### config.mk
export PLATFORM = sky130hd
export DESIGN_NAME = obi_mem_arbiter
export DESIGN_NICKNAME = d
export VERILOG_FILES = /design/src/rtl/obi_mem_arbiter.sv
export SDC_FILE = /design/constraint.sdc
export NUM_CORES = 1
export LEC_CHECK = 0
export ABC_AREA = 1
export BUFFER_PORTS_ARGS = -buffer_cell sky130_fd_sc_hd__buf_2
export CELL_PAD_IN_SITES_DETAIL_PLACEMENT = 0
export CELL_PAD_IN_SITES_GLOBAL_PLACEMENT = 1
export CORE_ASPECT_RATIO = 2
export CORE_MARGIN = 10
export CORE_UTILIZATION = 16
export CTS_CLUSTER_DIAMETER = 120
export DETAILED_ROUTE_END_ITERATION = 10
export PLACE_DENSITY = 0.76
export SETUP_SLACK_MARGIN = 0.4
export SYNTH_ARGS = -nofsm -noshare
export SYNTH_HDL_FRONTEND = slang
export SYNTH_SLANG_ARGS = --single-unit
### constraint.sdc
create_clock -name clk_i -period 1.73 [get_ports clk_i]
set_input_delay 0.2595 -clock clk_i [delete_from_list [all_inputs] [get_ports clk_i]]
set_output_delay 0.2595 -clock clk_i [all_outputs]
set_load 0.01 [all_outputs]
### src/rtl/obi_mem_arbiter.sv
// Round-robin arbiter sharing one OBI memory port between instruction and data ports,
// with an in-order source-ID FIFO for response routing. Define OBI_ARB_STATS_EN for counters.
module obi_mem_arbiter #(
  parameter int unsigned ADDR_WIDTH      = 32,
  parameter int unsigned DATA_WIDTH      = 32,
  parameter int unsigned MAX_OUTSTANDING = 2
) (
  input  logic                    clk_i,
  input  logic                    rst_i,
  input  logic                    instr_req_i,
  input  logic [ADDR_WIDTH-1:0]   instr_addr_i,
  output logic                    instr_gnt_o,
  output logic                    instr_rvalid_o,
  output logic [DATA_WIDTH-1:0]   instr_rdata_o,
  input  logic                    data_req_i,
  input  logic [ADDR_WIDTH-1:0]   data_addr_i,
  input  logic                    data_we_i,
  input  logic [DATA_WIDTH/8-1:0] data_be_i,
  input  logic [DATA_WIDTH-1:0]   data_wdata_i,
  output logic                    data_gnt_o,
  output logic                    data_rvalid_o,
  output logic [DATA_WIDTH-1:0]   data_rdata_o,
  output logic                    mem_req_o,
  output logic [ADDR_WIDTH-1:0]   mem_addr_o,
  output logic                    mem_we_o,
  output logic [DATA_WIDTH/8-1:0] mem_be_o,
  output logic [DATA_WIDTH-1:0]   mem_wdata_o,
  input  logic                    mem_gnt_i,
  input  logic                    mem_rvalid_i,
  input  logic [DATA_WIDTH-1:0]   mem_rdata_i,
`ifdef OBI_ARB_STATS_EN
  output logic [31:0]             instr_grant_cnt_o,
  output logic [31:0]             data_grant_cnt_o,
  output logic [31:0]             stall_cnt_o,
`endif
  output logic                    err_o
);

  localparam int unsigned PTR_W = (MAX_OUTSTANDING > 1) ? $clog2(MAX_OUTSTANDING) : 1;
  localparam int unsigned CNT_W = $clog2(MAX_OUTSTANDING + 1);
  localparam logic [CNT_W-1:0] CNT_MAX  = CNT_W'(MAX_OUTSTANDING);
  localparam logic [PTR_W-1:0] PTR_LAST = PTR_W'(MAX_OUTSTANDING - 1);

  localparam logic [1:0] IDLE   = 2'd0;
  localparam logic [1:0] LOCK_I = 2'd1;
  localparam logic [1:0] LOCK_D = 2'd2;
  localparam logic SRC_I = 1'b0;
  localparam logic SRC_D = 1'b1;

  logic [1:0]                 state_q, state_d;
  logic                       prio_q, prio_d;
  logic [MAX_OUTSTANDING-1:0] ids_q, ids_d;
  logic [PTR_W-1:0]           wr_ptr_q, wr_ptr_d, rd_ptr_q, rd_ptr_d;
  logic [CNT_W-1:0]           count_q, count_d;
  logic                       err_q, err_d;

  logic sel, req_raw, mem_req, grant, withdraw;
  logic fifo_empty, fifo_full, pop, can_push, head_id;

  function automatic logic [PTR_W-1:0] ptr_next(input logic [PTR_W-1:0] p);
    return (p == PTR_LAST) ? '0 : p + 1'b1;
  endfunction

  assign fifo_empty = (count_q == '0);
  assign fifo_full  = (count_q == CNT_MAX);
  assign pop        = mem_rvalid_i & ~fifo_empty;
  // A response retiring this cycle frees its slot for a grant in the same cycle.
  assign can_push   = ~fifo_full | pop;
  assign head_id    = ids_q[rd_ptr_q];

  // NOTE: every signal written here gets a default first, so no path can infer a latch.
  always_comb begin
    state_d  = state_q;
    sel      = SRC_I;
    req_raw  = 1'b0;
    withdraw = 1'b0;
    case (state_q)
      LOCK_I: begin
        sel = SRC_I;
        if (instr_req_i) req_raw = can_push;
        else             withdraw = 1'b1;
      end
      LOCK_D: begin
        sel = SRC_D;
        if (data_req_i) req_raw = can_push;
        else            withdraw = 1'b1;
      end
      default: begin
        state_d = IDLE;
        if (instr_req_i && data_req_i) sel = prio_q;
        else                           sel = data_req_i ? SRC_D : SRC_I;
        req_raw = (instr_req_i | data_req_i) & can_push;
      end
    endcase
    mem_req = req_raw & ~rst_i;
    grant   = mem_req & mem_gnt_i;
    if (grant || withdraw) state_d = IDLE;
    else if (mem_req)      state_d = (sel == SRC_D) ? LOCK_D : LOCK_I;
    prio_d = grant ? ~sel : prio_q;
  end

  always_comb begin
    ids_d    = ids_q;
    wr_ptr_d = wr_ptr_q;
    rd_ptr_d = rd_ptr_q;
    count_d  = count_q;
    if (grant) begin
      ids_d[wr_ptr_q] = sel;
      wr_ptr_d        = ptr_next(wr_ptr_q);
    end
    if (pop) rd_ptr_d = ptr_next(rd_ptr_q);
    case ({grant, pop})
      2'b10:   count_d = count_q + 1'b1;
      2'b01:   count_d = count_q - 1'b1;
      default: count_d = count_q;
    endcase
    err_d = err_q | withdraw | (mem_rvalid_i & fifo_empty);
  end

  // NOTE: non-blocking assignments only, so every flop samples its pre-edge _d value.
  always_ff @(posedge clk_i or posedge rst_i) begin
    if (rst_i) begin
      state_q  <= IDLE;
      prio_q   <= SRC_I;
      // NOTE: the ID store is a few bits, so it is reset with the rest of the state.
      ids_q    <= '0;
      wr_ptr_q <= '0;
      rd_ptr_q <= '0;
      count_q  <= '0;
      err_q    <= 1'b0;
    end else begin
      state_q  <= state_d;
      prio_q   <= prio_d;
      ids_q    <= ids_d;
      wr_ptr_q <= wr_ptr_d;
      rd_ptr_q <= rd_ptr_d;
      count_q  <= count_d;
      err_q    <= err_d;
    end
  end

  assign mem_req_o   = mem_req;
  assign mem_addr_o  = !mem_req ? '0 : (sel == SRC_D) ? data_addr_i : instr_addr_i;
  assign mem_we_o    = mem_req & (sel == SRC_D) & data_we_i;
  assign mem_be_o    = !mem_req ? '0 : (sel == SRC_D) ? data_be_i : '1;
  assign mem_wdata_o = (mem_req && sel == SRC_D) ? data_wdata_i : '0;

  assign instr_gnt_o    = grant & (sel == SRC_I);
  assign data_gnt_o     = grant & (sel == SRC_D);
  assign instr_rvalid_o = pop & (head_id == SRC_I);
  assign data_rvalid_o  = pop & (head_id == SRC_D);
  assign instr_rdata_o  = rst_i ? '0 : mem_rdata_i;
  assign data_rdata_o   = rst_i ? '0 : mem_rdata_i;
  assign err_o          = err_q;

`ifdef OBI_ARB_STATS_EN
  logic [31:0] instr_grant_cnt_q, instr_grant_cnt_d;
  logic [31:0] data_grant_cnt_q, data_grant_cnt_d;
  logic [31:0] stall_cnt_q, stall_cnt_d;

  always_comb begin
    instr_grant_cnt_d = instr_grant_cnt_q;
    data_grant_cnt_d  = data_grant_cnt_q;
    stall_cnt_d       = stall_cnt_q;
    if (instr_gnt_o && instr_grant_cnt_q != '1) instr_grant_cnt_d = instr_grant_cnt_q + 32'd1;
    if (data_gnt_o && data_grant_cnt_q != '1)   data_grant_cnt_d  = data_grant_cnt_q + 32'd1;
    if (mem_req && !mem_gnt_i && stall_cnt_q != '1) stall_cnt_d = stall_cnt_q + 32'd1;
  end

  always_ff @(posedge clk_i or posedge rst_i) begin
    if (rst_i) begin
      instr_grant_cnt_q <= '0;
      data_grant_cnt_q  <= '0;
      stall_cnt_q       <= '0;
    end else begin
      instr_grant_cnt_q <= instr_grant_cnt_d;
      data_grant_cnt_q  <= data_grant_cnt_d;
      stall_cnt_q       <= stall_cnt_d;
    end
  end

  assign instr_grant_cnt_o = instr_grant_cnt_q;
  assign data_grant_cnt_o  = data_grant_cnt_q;
  assign stall_cnt_o       = stall_cnt_q;
`endif

endmodule

**After elaboration in Yosys (flattened, before gate mapping)**

Index checks and enable logic that the tools add are counted.
W data, S select, Z words.

- Register bits: 10
- Bits of input ports: 139
- Output and inout port bits: 139

- Add/sub/neg operators: 4
- $lt $le $gt $ge: 3
- Eq/ne operators: 6
- Multiplexer cells: 27
- Bitwise operators: 20
- Reduce and logical (&&, ||, !) cells: 7

Operators by type and width:

| cell | number |
|---|---|
| $mux W32 | 4 |
| $and A1 B1 Y1 | 11 |
| $mux W1 | 11 |
| $mux W2 | 4 |
| $mux W4 | 2 |
| $eq A2 B2 Y1 const B | 3 |
| $pmux W1 S2 | 3 |
| $not A1 Y1 | 5 |
| $eq A2 B1 Y1 const B | 2 |
| $lt A1 B2 Y1 const B | 2 |
| $or A1 B1 Y1 | 4 |
| $pmux W2 S2 | 1 |
| $logic_and A1 B1 Y1 | 3 |
| $ne A3 B1 Y1 const B | 1 |
| $add A1 B1 Y1 const B | 2 |
| $add A2 B1 Y2 const B | 1 |
| $bwmux W2 | 1 |
| $logic_not A2 Y1 | 1 |
| $reduce_bool A2 Y1 | 1 |
| $reduce_or A2 Y1 | 1 |
| $sub A2 B1 Y2 const B | 1 |
| $demux W1 S1 | 1 |
| $ge A1 B1 Y1 const B | 1 |
| $logic_or A1 B1 Y1 | 1 |

**Logic depth before layout (Yosys ltp)**

Gate-level depths: netlist of run 1.

- Depth in word-level cells: 10
- Depth in mapped cells: 11

**Worst setup path before layout of run 1**

Ideal clock, no wire load.

- Path type: reg2reg
- From: reg state_q[0]
- To: reg count_q[1]
- Setup time: 0.131 ns
- Arrival: 1.778 ns
- Data required time: 1.599 ns
- Slack: -0.179 ns
- Cell stages (with the launch flop): 12
- Path buffers: 0
- Period minus slack after synthesis: 1.909 ns
- Path through: dfrtp_1 -> inv_1 -> ha_1 -> inv_2 -> nand3_1 -> nand2_2 -> nor2_4 -> nand2_1 -> ha_1 -> a21oi_1 -> o21ai_0 -> xor2_1

- Word-level cells in the longest chain between the ends: 6

RTL lines:

| item | line | source |
|---|---|---|
| from (decl) | 50 | `logic [1:0] state_q, state_d;` |
| from (signal assigned) | 132 | `state_q <= state_d;` |
| $eq A2 B2 Y1 or $eq A2 B1 Y1 (tied branches) | 77 | `case (state_q)` |
| $pmux W1 S2 (*) | 77 |  |
| $and A1 B1 Y1 (*) | 95 | `mem_req = req_raw & ~rst_i;` |
| $and A1 B1 Y1 (*) | 96 | `grant = mem_req & mem_gnt_i;` |
| $eq A2 B1 Y1 or $eq A2 B2 Y1 (tied branches) | 112 | `case ({grant, pop})` |
| $pmux W2 S2 or $reduce_bool A2 Y1 (tied branches) | - |  |
| to (signal assigned) | 137 | `count_q <= count_d;` |
| to (decl) | 54 | `logic [CNT_W-1:0] count_q, count_d;` |

Mark *: on every way between the ends. The rest lies on a longest branch, timed or not.
A chain may end at the register's enable or synchronous reset.

**Final worst setup path of run 1**

- From: reg state_q[0]
- To: out mem_wdata_o[13]

- Word-level cells in the longest chain between the ends: 5

RTL lines:

| item | line | source |
|---|---|---|
| $eq A2 B2 Y1 or $eq A2 B1 Y1 (tied branches) | 77 |  |
| $pmux W1 S2 | 77 |  |
| $and A1 B1 Y1 | 95 |  |
| $logic_and A1 B1 Y1 (*) | 146 | `assign mem_wdata_o = (mem_req && sel == SRC_D) ? data_wdata_i : '0;` |
| $mux W32 (*) | 146 |  |
| to (decl) | 27 | `output logic [DATA_WIDTH-1:0] mem_wdata_o,` |

Marked as above.

==> key figures, run 1 <==
Routing
  • Remaining antenna violation count after routing: 0
  • Post-Route WL: 12000 um
  • Met2 routed WL: 7050 um
  • WL per Instance: 15.1 um
  • Initial DRC Count: 56
  • Uppermost layer routed: met4
  • First-pass detailed-route iteration total: 4
  • DR vias: 3066
  • WL met1: 4110 um
  • Vias per inst: 3.84
  • Residual DRC count: 0
  • Met3 wire len: 784 um

Synthesis
  • Mapped Avg Cell Area: 5.44 um^2
  • Post-Synth Simple-Gate Area: 38.0%
  • Post-synthesis cell type count: 24
  • Post-synthesis mux area share: 0%
  • Mapped Area: 2030 um^2
  • Yosys reg bits: 10
  • Seq/Total Area, Yosys: 12.3%
  • Xor/xnor share of the synthesized area: 1.30%
  • Fraction of the mapped netlist area in adder cells: 1.85%
  • Synthesized net count: 515
  • Main combinational cell family by area after synthesis: simple AND/OR/NAND/NOR gates
  • Complex-gate fraction of the synthesized area: 11.8%
  • Syn Inst Count: 373
  • Syn. warnings: 0

Timing
  • Worst hold margin: 0.0823 ns
  • Final Skew: 0.00147 ns
  • RSZ-0062 raised after global routing: yes
  • Tmin final: 2.08 ns
  • Final hold violations: 0
  • Max Clock Freq: 0.480 GHz
  • Slew Limit Fails: 0
  • Final setup fails: 76
  • Period Utilization, post-route: 120%
  • Slew headroom: 77.0%
  • Worst-Margin Slew: 0.346 ns
  • Final setup margin: -0.352 ns

Finish
  • Fraction of layout instances using a drive strength above 1: 70.8%
  • Design area: 4550 um^2
  • Number of nets in the layout: 790
  • Fill count: 1352
  • Final core utilization: 36.5%
  • Most frequent cells in the layout: buf_2, inv_1, nand2_1
  • Commonest non-fill, non-tap cell in the layout: buf_2
  • Final Non-Filler Cells: 798
  • Area grow syn2layout: 125%

Power
  • Maximum VDD drop: 0.000426 V
  • Power Dens Cells: 853 nW/um^2
  • Leak: 2.70 nW

Global routing
  • GRT overflow: 0
  • Pin count of the biggest net entering global routing: 36
  • GRT Overall Usage: 11.2%
  • Global-route wire length before repair: 16400 um
  • Initial antenna violation count: 0
  • Number of global-route vias before repair: 3091

Run status
  • Status: finished with violations
  • Failing checks: setup timing

Floorplanning
  • Core Area: 12500 um^2
  • I/O Pins: 278
  • Die height: 179 um
  • Starting Density: 16.2%
  • Total die area: 17900 um^2
  • Chip width: 99.6 um
  • Placement Rows: 58

CTS
  • Worst-path clk slew: 0.04 ns
  • Clk root buf: clkbuf_16
  • CTS buffer count: 3
  • CTS max path bufs: 2
  • Post-CTS Hold Fix Bufs: 0
  • TritonCTS clock tree: yes
  • H-tree depth: 1
  • Clk_lat worst skew: 0.23 ns
  • CTS Sinks: 10

Setup path
  • CP Capture Type: output pin
  • Reg2reg start: state_q[0]
  • Critical Path Slowest Stage Cell: dfrtp_1
  • Crit-path max cell delay: 0.38 ns
  • Critical Path RT: 1.47 ns
  • Delay-heaviest family, CP: simple AND/OR/NAND/NOR gates
  • Worst EP arrival: 1.82 ns
  • R2r setup slk: -0.33 ns
  • Critical path startpoint category: flop
  • CP dominant cell by count: nor2_4
  • Worst-path cell chain: inv_2 > ha_4 > inv_4 > nand3_2 > nand2_2 > nor2_4 > nand2_8 > clkbuf_16 > nor2_4 > buf_6
  • Worst Path Max Fanout: 6
  • Worst path bufs/invs: 4
  • Worst setup path start: state_q[0]
  • CP Class: flop to output pin

Placed design
  • Port Buffers: 277
  • Cell count after placement: 775
  • DP Wirelength: 10100 um
  • Placement Setup Slack: -0.135 ns
  • Dpl cell area: 3940 um^2
  • RD Place Congestion: 0.841

Hold path
  • Worst min path class: input pin to asynchronous set/reset pin

Job
  • Max Cap Viol: 0
[worst reg2reg max path, cell delays in order, from the launching register on]
cell	delay (ns)
dfrtp_1	0.38
inv_2	0.06
ha_4	0.29
inv_4	0.05
nand3_2	0.07
nand2_2	0.06
nor2_4	0.17
buf_4	0.16
buf_6	0.09
nand2_4	0.06
ha_4	0.25
a21oi_2	0.09
o21ai_1	0.08
xor2_1	0.14
[Yosys cell counts (all sizes together)]
cell	n	share of area, %
buf	47	18
o21ai	8	2.0
clkbuf	3	0.56
ha	3	1.9
nand2	94	19
xnor2	1	0.43
a21oi	34	9.5
nand3	6	2.0
a31oi	1	0.31
xor2	2	0.86
nand4	8	2.5
dfrtp	10	12
inv	86	16
nor2	70	15
[report_power, final]
part / total, mW / internal (mW) / switching [mW]
logic: 3.03 / 1.42 / 1.61
registers: 0.399 / 0.324 / 0.0753
clock network: 0.451 / 0.347 / 0.104
[kinds of logic (layout without fill, tap and decap cells)]
logic type / after synthesis / in the layout
and+or+nand+nor: 178 / 178
buffers and inverters: 136 / 410
AOI/OAI and AO/OA: 43 / 43
DFF: 10 / 10
adders and majority gates: 3 / 3
xor gates and xnor gates: 3 / 3
other: 0 / 1
[sequential cells by signal (all words and copies together) (netlist names)]
name / flops
count_q: 2
ids_q: 2
state_q: 2
err_o: 1
prio_q: 1
rd_ptr_q: 1
wr_ptr_q: 1
[final cells by class]
class / count / area (um^2) / area share, %
timing repair buffer: 320 / 2060 / 45.1
sequential: 10 / 250 / 5.49
inverter: 86 / 328 / 7.20
clock buffer: 4 / 88.8 / 1.95
antenna: 1 / 2.50 / 0.0549
tap: 150 / 188 / 4.12
multi-input combinational: 227 / 1640 / 36.0
[stage by stage]
stage | setup TNS, ns | power [mW]
2_1_floorplan | -0.761 | 2.03
3_3_place_gp | -5.48 | 2.85
3_5_place_dp | -7.04 | 2.85
4_1_cts | -24.80 | 3.47
5_1_grt | -30.18 | 4.19
6_report | -23.62 | 3.88
[worst paths after layout]
| kind | to | cells past startpoint |
|---|---|---|
| worst min register to register | err_o | 2 |
| min in group clk_i | err_o | 3 |
| worst max-delay path | mem_wdata_o[13] | 10 |
| worst min-delay path | err_o | 3 |
| max in group asynchronous | rd_ptr_q | 3 |
| worst max register to register | count_q[1] | 13 |
[routing by layer]
layer  GRT usage (%)  vias to the layer above
met2            21.7                      116
met3            3.40                        8
met4            1.38                        0
met5               0                        -
met1            11.7                     1334
li1                -                     1608
[repair_timing]
action / CTS / global route
endpoints found under the hold margin: 0 / 0
resized for setup: 16 / 54
buffers inserted: 8 / 5
pin swaps: 2 / 12
cloned: 0 / 5
setup endpoints to repair: 82 / 89
Note: power is estimated with default switching activity, not from simulation.
==> run 2, diff against run 1 <==
--- a/config.mk
+++ b/config.mk
@@ -11,10 +11,10 @@
 export CELL_PAD_IN_SITES_GLOBAL_PLACEMENT = 1
 export CORE_ASPECT_RATIO = 2
 export CORE_MARGIN = 10
-export CORE_UTILIZATION = 16
+export CORE_UTILIZATION = 19
 export CTS_CLUSTER_DIAMETER = 120
 export DETAILED_ROUTE_END_ITERATION = 10
-export PLACE_DENSITY = 0.76
+export PLACE_DENSITY = 0.85
 export SETUP_SLACK_MARGIN = 0.4
 export SYNTH_ARGS = -nofsm -noshare
 export SYNTH_HDL_FRONTEND = slang
==> constraint.sdc (replaced) <==
create_clock -name clk_i -period 2.4 [get_ports clk_i]
set_input_delay 0.36 -clock clk_i [delete_from_list [all_inputs] [get_ports clk_i]]
set_output_delay 0.36 -clock clk_i [all_outputs]
set_load 0.01 [all_outputs]
==> key figures, run 2 (synthesized netlist as in run 1, its figures left out) <==
Routing
  • First-pass detailed-route iteration total: 6
  • Remaining antenna violation count after routing: 0
  • Vias per inst: 4.09
  • Post-Route WL: 11500 um
  • WL per Instance: 14.9 um
  • Residual DRC count: 0
  • Initial DRC Count: 108
  • DR vias: 3144

Floorplanning
  • I/O Pins: 278
  • Core Area: 10500 um^2
  • Starting Density: 19.4%
  • Chip width: 93.1 um
  • Placement Rows: 53
  • Total die area: 15500 um^2
  • Die height: 166 um

CTS
  • CTS Sinks: 10
  • Clk_lat worst skew: 0.24 ns
  • H-tree depth: 1
  • TritonCTS clock tree: yes
  • CTS max path bufs: 2
  • Clk root buf: clkbuf_16
  • CTS buffer count: 3
  • Worst-path clk slew: 0.04 ns

Placed design
  • Cell count after placement: 744
  • RD Place Congestion: 0.857
  • Dpl cell area: 3290 um^2
  • Port Buffers: 277
  • DP Wirelength: 9020 um

Timing
  • Period Utilization, post-route: 91.2%
  • Final Skew: 0.00228 ns
  • Max Clock Freq: 0.457 GHz
  • Slew headroom: 68.6%
  • RSZ-0062 raised after global routing: yes
  • Worst hold margin: 0.194 ns
  • Worst-Margin Slew: 0.470 ns
  • Slew Limit Fails: 0
  • Tmin final: 2.19 ns
  • Final setup fails: 0
  • Setup TNS: 0 ns
  • Final hold violations: 0

Setup path
  • CP Class: flop to output pin
  • Critical path startpoint category: flop
  • Worst-path cell chain: ha_4 > inv_6 > nand2_8 > nand3_4 > nand2_8 > buf_12 > nand2_8 > nor2_2 > buf_2
  • Critical Path Slowest Stage Cell: dfrtp_1
  • Critical Path RT: 2.04 ns
  • CP Capture Type: output pin
  • Crit-path max cell delay: 0.41 ns
  • Worst Path Max Fanout: 8
  • Worst EP arrival: 1.83 ns
  • CP dominant cell by count: nand2_8

Global routing
  • Global-route wire length before repair: 16600 um
  • GRT overflow: 0
  • Number of global-route vias before repair: 3371
  • Initial antenna violation count: 0
  • GRT Overall Usage: 13.4%
  • Pin count of the biggest net entering global routing: 33

Finish
  • Fill count: 1147
  • Fraction of layout instances using a drive strength above 1: 59.0%
  • Number of nets in the layout: 776
  • Commonest non-fill, non-tap cell in the layout: buf_2
  • Area grow syn2layout: 94.3%
  • Final core utilization: 37.6%
  • Final Non-Filler Cells: 769
  • Design area: 3940 um^2
  • Most frequent cells in the layout: buf_2, nand2_1, inv_1
  • Largest registers: count_q: 2 flops, ids_q: 2 flops, state_q: 2 flops
  • Ant diodes: 0

Power
  • Psw: 1.18 mW
  • Sequential share of power: 11.7%
  • Leak: 2.56 nW
  • Clock network power share: 11.8%
  • Maximum VDD drop: 0.000277 V
  • Switching share of total power: 47.8%
  • Combinational power share: 76.5%
  • Power Dens Cells: 624 nW/um^2
  • Pint: 1.28 mW

Hold path
  • Worst min path class: input pin to asynchronous set/reset pin

Job
  • Max Cap Viol: 0

Run status
  • Status: complete, no violations
==> run 2: cell count changes in the layout (fill, tap and decap cells not counted), sizes merged <==
cell	change
clkbuf	-4
buf	-16
nand2	+5
diode	-1
==> run 2: power groups by stage <==
stage | Clock [mW] | Sequential, mW | Combinational (mW)
3_3_place_gp | 0 | 0.285 | 1.36
3_5_place_dp | 0 | 0.284 | 1.35
2_1_floorplan | 0 | 0.272 | 0.904
6_report | 0.290 | 0.287 | 1.88
4_1_cts | 0.295 | 0.283 | 1.73
5_1_grt | 0.305 | 0.295 | 2.05
==> run 2: metrics by stage <==
stage | setup slack, ns | total power [mW]
after floorplan | 0.491 | 1.18
after global placement | 0.282 | 1.64
after detailed placement | 0.237 | 1.64
after CTS | 0.202 | 2.31
after global routing | 0.150 | 2.65
final | 0.211 | 2.46
==> run 2: worst paths after layout <==
| path | start | endpoint | slack [ns] | depth (start not counted) |
|---|---|---|---|---|
| hold / removal | rst_i | ids_q[0] | 0.19 | 3 |
| setup / recovery | state_q[1] | mem_wdata_o[16] | 0.21 | 9 |
| max in group asynchronous | rst_i | state_q[1] | 2.06 | 3 |
| hold reg to reg | err_o | err_o | 0.47 | 2 |
| setup reg to reg | state_q[1] | count_q[1] | 0.37 | 12 |
| min in group clk_i | mem_rvalid_i | err_o | 0.37 | 3 |
==> run 2: routing by layer <==
layer	wire length (um)	vias to the layer above	GRT usage [%]
li1	-	1583	-
met2	6120	195	25.2
met3	1200	17	5.57
met5	0	-	0
met1	3890	1349	12.2
met4	276	0	4.86
==> run 2: what timing repair did <==
item / CTS / global route
gates cloned: 6 / 2
gates resized for setup: 29 / 43
hold endpoints to repair: 0 / 0
pin swaps: 5 / 17
buffers inserted: 10 / 4
hold buffers: 0 / 0
setup endpoints to repair: 72 / 73
==> run 2: worst max-delay path: cells and delay by family, from the launching register on <==
kind / cells / cell delay (ns)
adders and majority gates: 1 / 0.32
buffers and inverters: 3 / 0.38
DFF: 1 / 0.41
and+or+nand+nor: 5 / 0.47
==> run 2: cell type report <==
class | instances | area (um^2) | area share [%]
Timing Repair Buffer | 301 | 1760 | 44.6
Inverter | 86 | 328 | 8.32
Sequential cell | 10 | 250 | 6.35
Clock buffer | 3 | 75.1 | 1.90
Multi-Input combinational cell | 232 | 1360 | 34.5
Tap cell | 137 | 171 | 4.35
